**config.mk**
```make
export PLATFORM = sky130hd
export DESIGN_NAME = writeback_unit
export DESIGN_NICKNAME = d
export VERILOG_FILES = /design/src/rtl/writeback_unit.sv
export SDC_FILE = /design/constraint.sdc
export NUM_CORES = 1
export LEC_CHECK = 0
export ABC_AREA = 0
export BUFFER_PORTS_ARGS = -buffer_cell sky130_fd_sc_hd__buf_2
export CAP_MARGIN = 40
export CORE_MARGIN = 1
export CORE_UTILIZATION = 55
export CTS_BUF_LIST = sky130_fd_sc_hd__clkbuf_16
export DETAILED_ROUTE_END_ITERATION = 8
export GPL_TIMING_DRIVEN = 0
export PLACE_DENSITY = 0.79
export SLEW_MARGIN = 20
export SYNTH_ARGS = -nofsm -noshare
export SYNTH_HDL_FRONTEND = slang
export SYNTH_SLANG_ARGS = --single-unit
```
**constraint.sdc**
```tcl
create_clock -name clk -period 12 [get_ports clk]
set_input_delay 1.2 -clock clk [delete_from_list [all_inputs] [get_ports clk]]
set_output_delay 1.2 -clock clk [all_outputs]
set_load 0.05 [all_outputs]
```
**src/rtl/writeback_unit.sv**
```systemverilog
// In-order write-back FIFO between the execute stage and the register-bank write port.
// Define WB_FORWARD_EN to build the operand bypass compare logic; otherwise fwd_* outputs are tied to 0.
module writeback_unit #(
  parameter int DEPTH  = 4,
  parameter int DATA_W = 32,
  parameter int ADDR_W = 5
) (
  input  logic                       clk,
  input  logic                       rst,
  input  logic                       ex_valid,
  output logic                       ex_ready,
  input  logic                       ex_we,
  input  logic [ADDR_W-1:0]          ex_rd_addr,
  input  logic [DATA_W-1:0]          ex_rd_data,
  input  logic                       stall,
  input  logic                       flush,
  output logic                       wb_en,
  output logic [ADDR_W-1:0]          wb_addr,
  output logic [DATA_W-1:0]          wb_data,
  output logic [$clog2(DEPTH+1)-1:0] pending,
  input  logic [ADDR_W-1:0]          fwd_rs1_addr,
  input  logic [ADDR_W-1:0]          fwd_rs2_addr,
  output logic                       fwd_rs1_hit,
  output logic                       fwd_rs2_hit,
  output logic [DATA_W-1:0]          fwd_rs1_data,
  output logic [DATA_W-1:0]          fwd_rs2_data
);

  localparam int PTR_W = $clog2(DEPTH);
  localparam int CNT_W = $clog2(DEPTH + 1);

  logic [ADDR_W-1:0] mem_addr [DEPTH];
  logic [DATA_W-1:0] mem_data [DEPTH];
  logic [PTR_W-1:0]  head;
  logic [PTR_W-1:0]  tail;
  logic [CNT_W-1:0]  count;
  logic              enq;
  logic              deq;

  // Ready looks only at the registered count: no pass-through when full.
  assign ex_ready = (count < CNT_W'(DEPTH));
  assign enq      = ex_valid & ex_ready & ex_we & ~flush;
  assign deq      = (count != '0) & ~stall & ~flush;
  assign pending  = count;

  always_ff @(posedge clk or posedge rst) begin
    if (rst) begin
      head    <= '0;
      tail    <= '0;
      count   <= '0;
      wb_en   <= 1'b0;
      wb_addr <= '0;
      wb_data <= '0;
      for (int i = 0; i < DEPTH; i++) begin
        mem_addr[i] <= '0;
        mem_data[i] <= '0;
      end
    end else begin
      wb_en <= 1'b0;
      if (flush) begin
        head  <= '0;
        tail  <= '0;
        count <= '0;
      end else begin
        if (enq) begin
          mem_addr[tail] <= ex_rd_addr;
          mem_data[tail] <= ex_rd_data;
          tail           <= tail + 1'b1;
        end
        // Output register: wb_addr/wb_data hold their last value when no write retires.
        if (deq) begin
          wb_en   <= 1'b1;
          wb_addr <= mem_addr[head];
          wb_data <= mem_data[head];
          head    <= head + 1'b1;
        end
        if (enq && !deq) begin
          count <= count + 1'b1;
        end else if (!enq && deq) begin
          count <= count - 1'b1;
        end
      end
    end
  end

`ifdef WB_FORWARD_EN
  // Walk from oldest to youngest so a younger match overrides; the output register is weakest.
  function automatic logic [DATA_W:0] fwd_lookup(input logic [ADDR_W-1:0] addr);
    logic [DATA_W:0]  r;
    logic [PTR_W-1:0] idx;
    r = '0;
    if (wb_en && (wb_addr == addr)) begin
      r = {1'b1, wb_data};
    end
    for (int i = 0; i < DEPTH; i++) begin
      idx = head + PTR_W'(i);
      if ((CNT_W'(i) < count) && (mem_addr[idx] == addr)) begin
        r = {1'b1, mem_data[idx]};
      end
    end
    return r;
  endfunction

  always_comb begin
    {fwd_rs1_hit, fwd_rs1_data} = fwd_lookup(fwd_rs1_addr);
    {fwd_rs2_hit, fwd_rs2_data} = fwd_lookup(fwd_rs2_addr);
  end
`else
  logic unused_fwd;
  assign unused_fwd   = ^{fwd_rs1_addr, fwd_rs2_addr};
  assign fwd_rs1_hit  = 1'b0;
  assign fwd_rs2_hit  = 1'b0;
  assign fwd_rs1_data = '0;
  assign fwd_rs2_data = '0;
`endif

endmodule

```
## After elaboration in Yosys (flattened, before gate mapping)

Cells that the tools add are included.

| storage, ports and cells | value |
|---|---|
| flip-flop bits (word level) | 193 |
| output and inout port bits | 108 |
| logic and storage cells | 63 |

| operators by class | value |
|---|---|
| add/subtract/negate cells | 4 |
| $lt $le $gt $ge | 4 |
| mux-type cells | 21 |
| bitwise operators | 9 |
| reductions and logical operators | 11 |

Operators by type and width:

| kind | number |
|---|---|
| $bwmux W128 | 1 |
| $mux W32 | 3 |
| $bmux W32 S2 | 1 |
| $demux W32 S2 | 1 |
| $bwmux W20 | 1 |
| $mux W5 | 3 |
| $bmux W5 S2 | 1 |
| $demux W5 S2 | 1 |
| $mux W3 | 3 |
| $mux W2 | 4 |
| $ge A3 B3 Y1 const B | 2 |
| $not A2 Y3 | 2 |
| $reduce_bool A3 Y1 | 2 |
| $and A1 B1 Y1 | 5 |
| $add A2 B1 Y2 const B | 2 |
| $reduce_and A2 Y1 | 2 |
| $reduce_bool A2 Y1 | 2 |
| $add A3 B1 Y3 const B | 1 |
| $logic_and A1 B1 Y1 | 3 |
| $lt A3 B1 Y1 const B | 1 |
| $lt A3 B3 Y1 const B | 1 |
| $sub A3 B1 Y3 const B | 1 |
| $logic_not A1 Y1 | 2 |
| $mux W1 | 2 |
| $not A1 Y1 | 2 |

## Logic depth before layout (Yosys ltp)

Gate-level depths: netlist of run 1.

| depth | value |
|---|---|
| depth in word-level cells | 9 |
| gate-level depth with buffers | 8 |
| mapped depth without buffers | 7 |

## Worst setup path before layout of run 1

Ideal clock, no wire load.

| timing path | value |
|---|---|
| kind | in2reg |
| from | in flush |
| to | reg count[1] (netlist: pending[1]) |
| library setup time | 125 ps |
| arrival time | 2606 ps |
| required time | 11875 ps |
| slack | 9268 ps |
| stages on the path | 6 |
| cell sequence | buf_4 and4bb_2 buf_6 nor2b_1 fa_1 a2111oi_0 |

| on the way | value |
|---|---|
| word-level cells in the longest chain between the ends | 6 |
| elaborated cells between the ends (all ways) | 10 |
| classes of those cells | 2 x mux; 3 x bitwise; 5 x reduce/logical |

Ends and longest elaborated chain:

| element | RTL line | source |
|---|---|---|
| start: declaration | 16 | `input logic flush,` |
| $not A1 Y1 (no line) | -- |  |
| $and A1 B1 Y1 | 43 | `assign deq = (count != '0) & ~stall & ~flush;` |
| $logic_not A1 Y1 | 77 | `if (enq && !deq) begin` |
| $logic_and A1 B1 Y1 | 77 |  |
| $mux W3 | 77 |  |
| $mux W3 | 60 | `if (flush) begin` |
| end signal: assignment | 78 | `count <= count + 1'b1;` |
| end signal: assignment | 80 | `count <= count - 1'b1;` |
| end: declaration | 36 | `logic [CNT_W-1:0] count;` |

Several ways; a longest one is shown, not always the timed one.
A chain may end at the register's enable or synchronous reset.

## Final worst setup path of run 1

| timing path | value |
|---|---|
| from | reg count[2] (netlist: pending[2]) |
| to | out ex_ready |

| on the way | value |
|---|---|
| word-level cells in the longest chain between the ends | 1 |

Ends and longest elaborated chain:

| element | RTL line | source |
|---|---|---|
| $lt A3 B3 Y1 | 41 | `assign ex_ready = (count < CNT_W'(DEPTH));` |
| end: declaration | 11 | `output logic ex_ready,` |

Every way passes these cells.

==> flow_summary.yaml, run 1 <==
logic_synthesis:
  yosysWarnings: 0
  synth_compound_area_frac: 0.00696
  synth_area_um2: 8800
  synthFlopType: "dfrtp_1"
  postSynthCellCount: 559
  async_flop_share: 1.00
  synth-xor-area-share: 0.00497
  synth_edf_count: 0
  avgSynthCellArea_um2: 15.7
  ys_seq_area_frac: 0.549
  ys_types: 28
  synth_top_family_by_area: "multiplexers"
  synth.largest_area_cell: "dfrtp_1"
  synth_seq_cells: 193
  synthAdderAreaFrac: 0.00796
  synth_area_leaders: "dfrtp_1 (55%), mux2_2 (24%), mux4_2 (9.5%)"
  synth_simple_gate_area_frac: 0.0145
  synth_mux_area_frac: 0.331
  synth_top_area_frac: 0.549
detailed_routing:
  drc_errors: 0
  drt_pass1_iterations: 4
  drt_wl_total_um: 16400
  via_count: 4897
  wl_per_cell_um: 17.3
  vias_per_cell: 5.17
  drt_iter0_markers: 276
  ant_nets: 0
critical_path:
  r2r_end: "pending[1]"
  arrival_ps: 1270
  cpPeakStageDelay_ps: 470
  critPathKind: "reg -> out"
  crit_family: "flip-flops"
  ff2ff_path_depth: 5
  r2r_slack_ps: 9880
  r2r_start: "pending[1]"
  critPathBufInv: 2
  cp-end-kind: "output pin"
  crit_cells: 2
  cp_cell_sequence: "inv_1 > buf_2"
  cpMaxStageDelayCell: "dfrtp_1"
  critPathLaunchType: "flip-flop"
  startpoint: "pending[2]"
  crit_required_ps: 10800
  crit_fanout: 9
sta:
  fin_ws_ps: 9530
  period_minus_slack_ps: 2470
  max_freq_mhz: 404
  relSlewSlack: 0.490
  setup_viol: 0
  period_share: 0.206
  tns_ps: 0
  drv_slew: 0
  finClkSkew_ps: 7.68
  rsz0062_at_grt: "false"
  final-hold-violation-count: 0
  tightestPinTransition_ps: 765
finish:
  final_cells: 947
  multi_input_area_um2: 3470
  antennaDiodeCount: 0
  layout_commonest_cell: "dfrtp_1"
  drive_gt1_frac: 0.576
  fillCellCount: 1161
  register_area_um2: 4830
  design_area_um2: 10300
  final_cell_mix: "dfrtp_1 (193), mux2_2 (185), buf_2 (88)"
  nets: 784
  area_growth_pct: 17.1
floorplanning:
  pin_count: 161
  die_h_um: 129
  core_um2: 15400
  die_x_um: 129
  dieArea_um2: 16500
  core.rowCount: 45
  initial_core_util: 0.571
min_path:
  worstHoldStart: "wb_data[16]"
  hold_class: "reg -> reg"
  holdPathStages: 1
  holdPathEnd: "wb_data[16]"
cts:
  post_cts_buffers: 0
  clk_latency_ps: 430
  cts_tree: "built"
  htreeDepth: 4
  hold_buffers: 0
  numCtsBuffers: 17
  cts-root-buf: "clkbuf_16"
  clock-sinks: 193
  cts_buffer_depth: 2
  post_cts_resized: 0
  clkTransAtPathRegs_ps: 60
power:
  powerDensity_nw_per_um2: 226
  switching_share: 0.344
  ir_drop_uv: 110
  p_seq_frac: 0.413
  p_int_uw: 1530
  p_comb_frac: 0.353
  p_switching_uw: 801
  clock_power_share: 0.234
  leakagePower_uw: 0.00509
place:
  placed_cell_area_um2: 9760
  hpwl_um: 11100
  dp_cells: 918
  gp_congestion: 0.794
  portBuffers: 82
  place_ws_ps: 9050
global_routing:
  grt_use_total: 0.217
  antenna_found_initial: 0
  grt-ovfl-total: 0
  grt_pass1_vias: 5135
  grt_pass1_wl_um: 26700
  grt_max_degree: 108
run:
  cap_violations: 0
run_status:
  outcome: "complete, no violations"
-- metal layers --
metal | track usage | routed length (um)
met1 | 0.286 | 7180
met2 | 0.361 | 8250
met3 | 0.0453 | 777
met4 | 0.0720 | 208
met5 | 0 | 0
-- sequential cells by signal, indices dropped and copies added (netlist names) --
signal and cells:
mem_addr 20, wb_addr 5, wb_data 32, head 2, wb_en 1, mem_data 128, pending 3, tail 2
-- layout make-up --
| type | count | share of cell area |
|---|---|---|
| Buffer | 93 | 0.0706 |
| Inverter | 6 | 0.00291 |
| Timing Repair Buffer | 83 | 0.0425 |
| Sequential cell | 193 | 0.468 |
| Tap cell | 211 | 0.0256 |
| Clock buffer | 17 | 0.0413 |
| Multi-Input combinational cell | 332 | 0.336 |
| Clock inverter | 12 | 0.0124 |
-- power by group through the flow --
stage                     combinational [uW]  sequential, uW  clock (uW)
after floorplan                          455            1170           0
after global routing                     877             987         578
after global placement                   806             956           0
after CTS                                833             964         555
final                                    824             963         545
after detailed placement                 830             975           0
-- worst max-delay path by stage --
stage | to | slack [ps]
6_report | ex_ready | 9530
5_1_grt | pending[1] | 9430
4_1_cts | ex_ready | 9510
3_5_place_dp | pending[1] | 9050
3_3_place_gp | mem_data[35] | 3960
2_1_floorplan | head[0] | 5540
-- through the flow --
stage | total power, uW | util | hold WS (ps)
floorplan | 1620 | - | 474
global placement | 1760 | 0.630 | 481
detailed placement | 1810 | 0.632 | 487
CTS | 2350 | 0.668 | 505
global route | 2440 | 0.668 | 513
finish | 2330 | 0.668 | 501
-- cells in the mapped netlist (6+ instances only) --
master / instances
dfrtp_1: 193
buf_2: 6
nor2_1: 8
mux2_2: 185
buf_4: 67
mux4_2: 37
buf_6: 16
inv_1: 6
-- kinds of logic (layout without fill, tap and decap cells) --
group	after synthesis	in the layout
buffers and inverters	99	211
muxes	222	222
AOI/OAI and AO/OA	10	10
other	1	66
and+or+nand+nor	24	24
DFF	193	193
xor gates and xnor gates	5	5
adders and majority gates	5	5
Power figures use the tool's default switching activity.
==> run 2: changes to the inputs <==
--- a/config.mk
+++ b/config.mk
@@ -5,15 +5,15 @@
 export SDC_FILE = /design/constraint.sdc
 export NUM_CORES = 1
 export LEC_CHECK = 0
-export ABC_AREA = 0
+export ABC_AREA = 1
 export BUFFER_PORTS_ARGS = -buffer_cell sky130_fd_sc_hd__buf_2
 export CAP_MARGIN = 40
 export CORE_MARGIN = 1
-export CORE_UTILIZATION = 55
+export CORE_UTILIZATION = 50
 export CTS_BUF_LIST = sky130_fd_sc_hd__clkbuf_16
 export DETAILED_ROUTE_END_ITERATION = 8
 export GPL_TIMING_DRIVEN = 0
-export PLACE_DENSITY = 0.79
+export PLACE_DENSITY = 0.76
 export SLEW_MARGIN = 20
 export SYNTH_ARGS = -nofsm -noshare
 export SYNTH_HDL_FRONTEND = slang
==> constraint.sdc (replaced) <==
create_clock -name clk -period 2.1 [get_ports clk]
set_input_delay 0.21 -clock clk [delete_from_list [all_inputs] [get_ports clk]]
set_output_delay 0.21 -clock clk [all_outputs]
set_load 0.05 [all_outputs]
==> flow_summary.yaml, run 2 <==
run_status:
  outcome: "complete, no violations"
floorplanning:
  die_x_um: 134
  initial_core_util: 0.509
  pin_count: 161
  core.rowCount: 48
  dieArea_um2: 18100
  core_um2: 17200
  die_h_um: 134
finish:
  postLayoutCoreUtil: 0.606
  final_cell_mix: "nand2_1 (242), dfrtp_1 (193), o21ai_0 (135)"
  nets: 1244
  multi_input_area_um2: 3140
  area_growth_pct: 19.1
  layout_commonest_cell: "nand2_1"
  register_area_um2: 4830
  antennaDiodeCount: 0
  design_area_um2: 10400
  drive_gt1_frac: 0.197
  largest_reg_flops: 128
  reg.largest.list: "mem_data: 128 flops, wb_data: 32 flops, mem_addr: 20 flops"
  fillCellCount: 1482
  regMostFlops: "mem_data"
place:
  hpwl_um: 15300
  gp_congestion: 0.814
  placed_cell_area_um2: 9840
  portBuffers: 84
  place_ws_ps: 106
sta:
  drv_slew: 0
  period_share: 0.906
  rsz0062_at_grt: "false"
  period_minus_slack_ps: 1900
  max_freq_mhz: 526
  tightestPinTransition_ps: 607
  setup_viol: 0
  relSlewSlack: 0.595
  finClkSkew_ps: 9.70
  fin_ws_ps: 197
  hold_ws_ps: 63.1
  final-hold-violation-count: 0
logic_synthesis:
  synth.largest_area_cell: "dfrtp_1"
  yosysWarnings: 0
  ys_types: 23
  synth_area_leaders: "dfrtp_1 (55%), nand2_1 (10%), o21ai_0 (7.7%)"
  synth_seq_cells: 193
  synth_area_um2: 8770
  postSynthCellCount: 1011
  ys_seq_area_frac: 0.551
  async_flop_share: 1.00
  avgSynthCellArea_um2: 8.67
  synth_edf_count: 0
  synthFlopType: "dfrtp_1"
  ys_top_cells_by_count: "nand2_1 (243), dfrtp_1 (193), o21ai_0 (135)"
  synth_top_area_frac: 0.551
  synth.most_common_cell: "nand2_1"
critical_path:
  cp-end-kind: "flip-flop"
  critPathKind: "reg -> reg"
  cpPeakStageDelay_ps: 400
  critPathLaunchType: "flip-flop"
  arrival_ps: 2240
  r2r_slack_ps: 200
  r2r_end: "pending[2]"
  r2r_start: "pending[2]"
  cp_cell_sequence: "inv_4 > nand2_1 > nand2_2 > buf_4 > nand2_1 > inv_1 > fa_1 > nand3b_1 > nand3_1 > nand2_1"
  crit_required_ps: 2440
  crit_fanout: 10
  ff2ff_path_depth: 10
  cpMaxStageDelayCell: "dfrtp_1"
  crit_path_frequent_cell: "nand2_1"
cts:
  clock-sinks: 193
  clk_latency_ps: 440
  cts_buffer_depth: 2
  cts-root-buf: "clkbuf_16"
  clkTransAtPathRegs_ps: 70
  cts_tree: "built"
  numCtsBuffers: 17
  post_cts_buffers: 0
  htreeDepth: 4
power:
  powerDensity_nw_per_um2: 1300
  leakagePower_uw: 0.00541
  fin_total_pwr_uw: 13600
  ir_drop_uv: 969
detailed_routing:
  drt_pass1_iterations: 5
  wl_met3_um: 1530
  wl_per_cell_um: 15.6
  drc_errors: 0
  vias_per_cell: 5.15
  wl_met2_um: 10600
  dr.max_layer_used: "met4"
  drt_iter0_markers: 601
  ant_nets: 0
  via_count: 7331
  wl_met1_um: 9610
  drt_wl_total_um: 22300
run:
  cap_violations: 0
global_routing:
  grt_use_total: 0.260
  antenna_found_initial: 0
  grt_pass1_wl_um: 36100
  grt_pass1_vias: 6947
  grt-ovfl-total: 0
  grt_max_degree: 34
min_path:
  holdPathEnd: "mem_data[3]"
  hold_class: "in -> reg"
  worstHoldStart: "ex_rd_data[3]"
  holdPathStages: 3
-- run 2: cell types whose count changed in the layout (fill, tap and decap cells not counted), moves of 22 or more --
| cell | previous run | this run |
|---|---|---|
| nor2_1 | 8 | 76 |
| inv_1 | 7 | 46 |
| o22ai_1 | 0 | 38 |
| mux2_2 | 185 | 0 |
| o21ai_1 | 0 | 128 |
| mux4_2 | 37 | 0 |
| buf_2 | 88 | 110 |
| nand2_1 | 3 | 242 |
| o21ai_0 | 4 | 135 |
-- run 2: cells by family after synthesis --
logic type               count (synthesis)  synth area share
AND/OR/NAND/NOR                        324             0.142
buffers and inverters                  183             0.119
adder cells (fa/ha/maj)                  5           0.00799
AO/OA/AOI/OAI                          305             0.180
other                                    1          0.000428
flip-flops                             193             0.551
-- run 2: cell type report --
cell class              instances  area share
flip-flops and latches        193       0.462
multi-input cells             700       0.301
plain buffers                 134      0.0824
repair buffers                 91      0.0527
clock buffers                  17      0.0407
well taps                     225      0.0270
inverters                      49      0.0182
clock inverters                15      0.0161
-- run 2: timing repair --
item                       CTS  global route
hold endpoints to repair    13             0
gates resized for setup      0             3
setup endpoints to repair    0             2
hold buffers                 1             0
-- run 2: how the worst max path moves through the flow --
stage                    start          to  slack, ps  cells past startpoint
global placement           rst  wb_data[4]      -1790                      2
floorplan                  rst     head[0]       -600                      1
finish              pending[2]  pending[2]        200                     10
detailed placement  pending[2]  pending[2]        110                     10
global route        pending[0]  pending[2]         50                     10
CTS                 pending[2]  pending[2]         90                     10
-- run 2: critical path, delay by kind of cell, from the launching register on --
| family | cells | cell delay [ps] |
|---|---|---|
| AND/OR/NAND/NOR | 6 | 650 |
| flip-flops | 1 | 400 |
| adder cells (fa/ha/maj) | 1 | 380 |
| buffers and inverters | 3 | 360 |
-- run 2: through the flow --
stage / TNS, ps / cells
5_1_grt: 0 / 1424
6_report: 0 / 1424
3_3_place_gp: -343260 / 1385
2_1_floorplan: -115900 / 1076
3_5_place_dp: 0 / 1391
4_1_cts: 0 / 1424
-- run 2: where the power goes --
group	total [uW]	switching, uW	internal, uW
Clock	3310	1440	1860
Combinational	4870	3430	1430
Sequential	5420	577	4850
-- run 2: layer usage --
metal,GRT usage,up-vias
li1,-,3533
met1,0.350,3480
met2,0.419,276
met3,0.0499,42
met4,0.101,0
met5,0,-
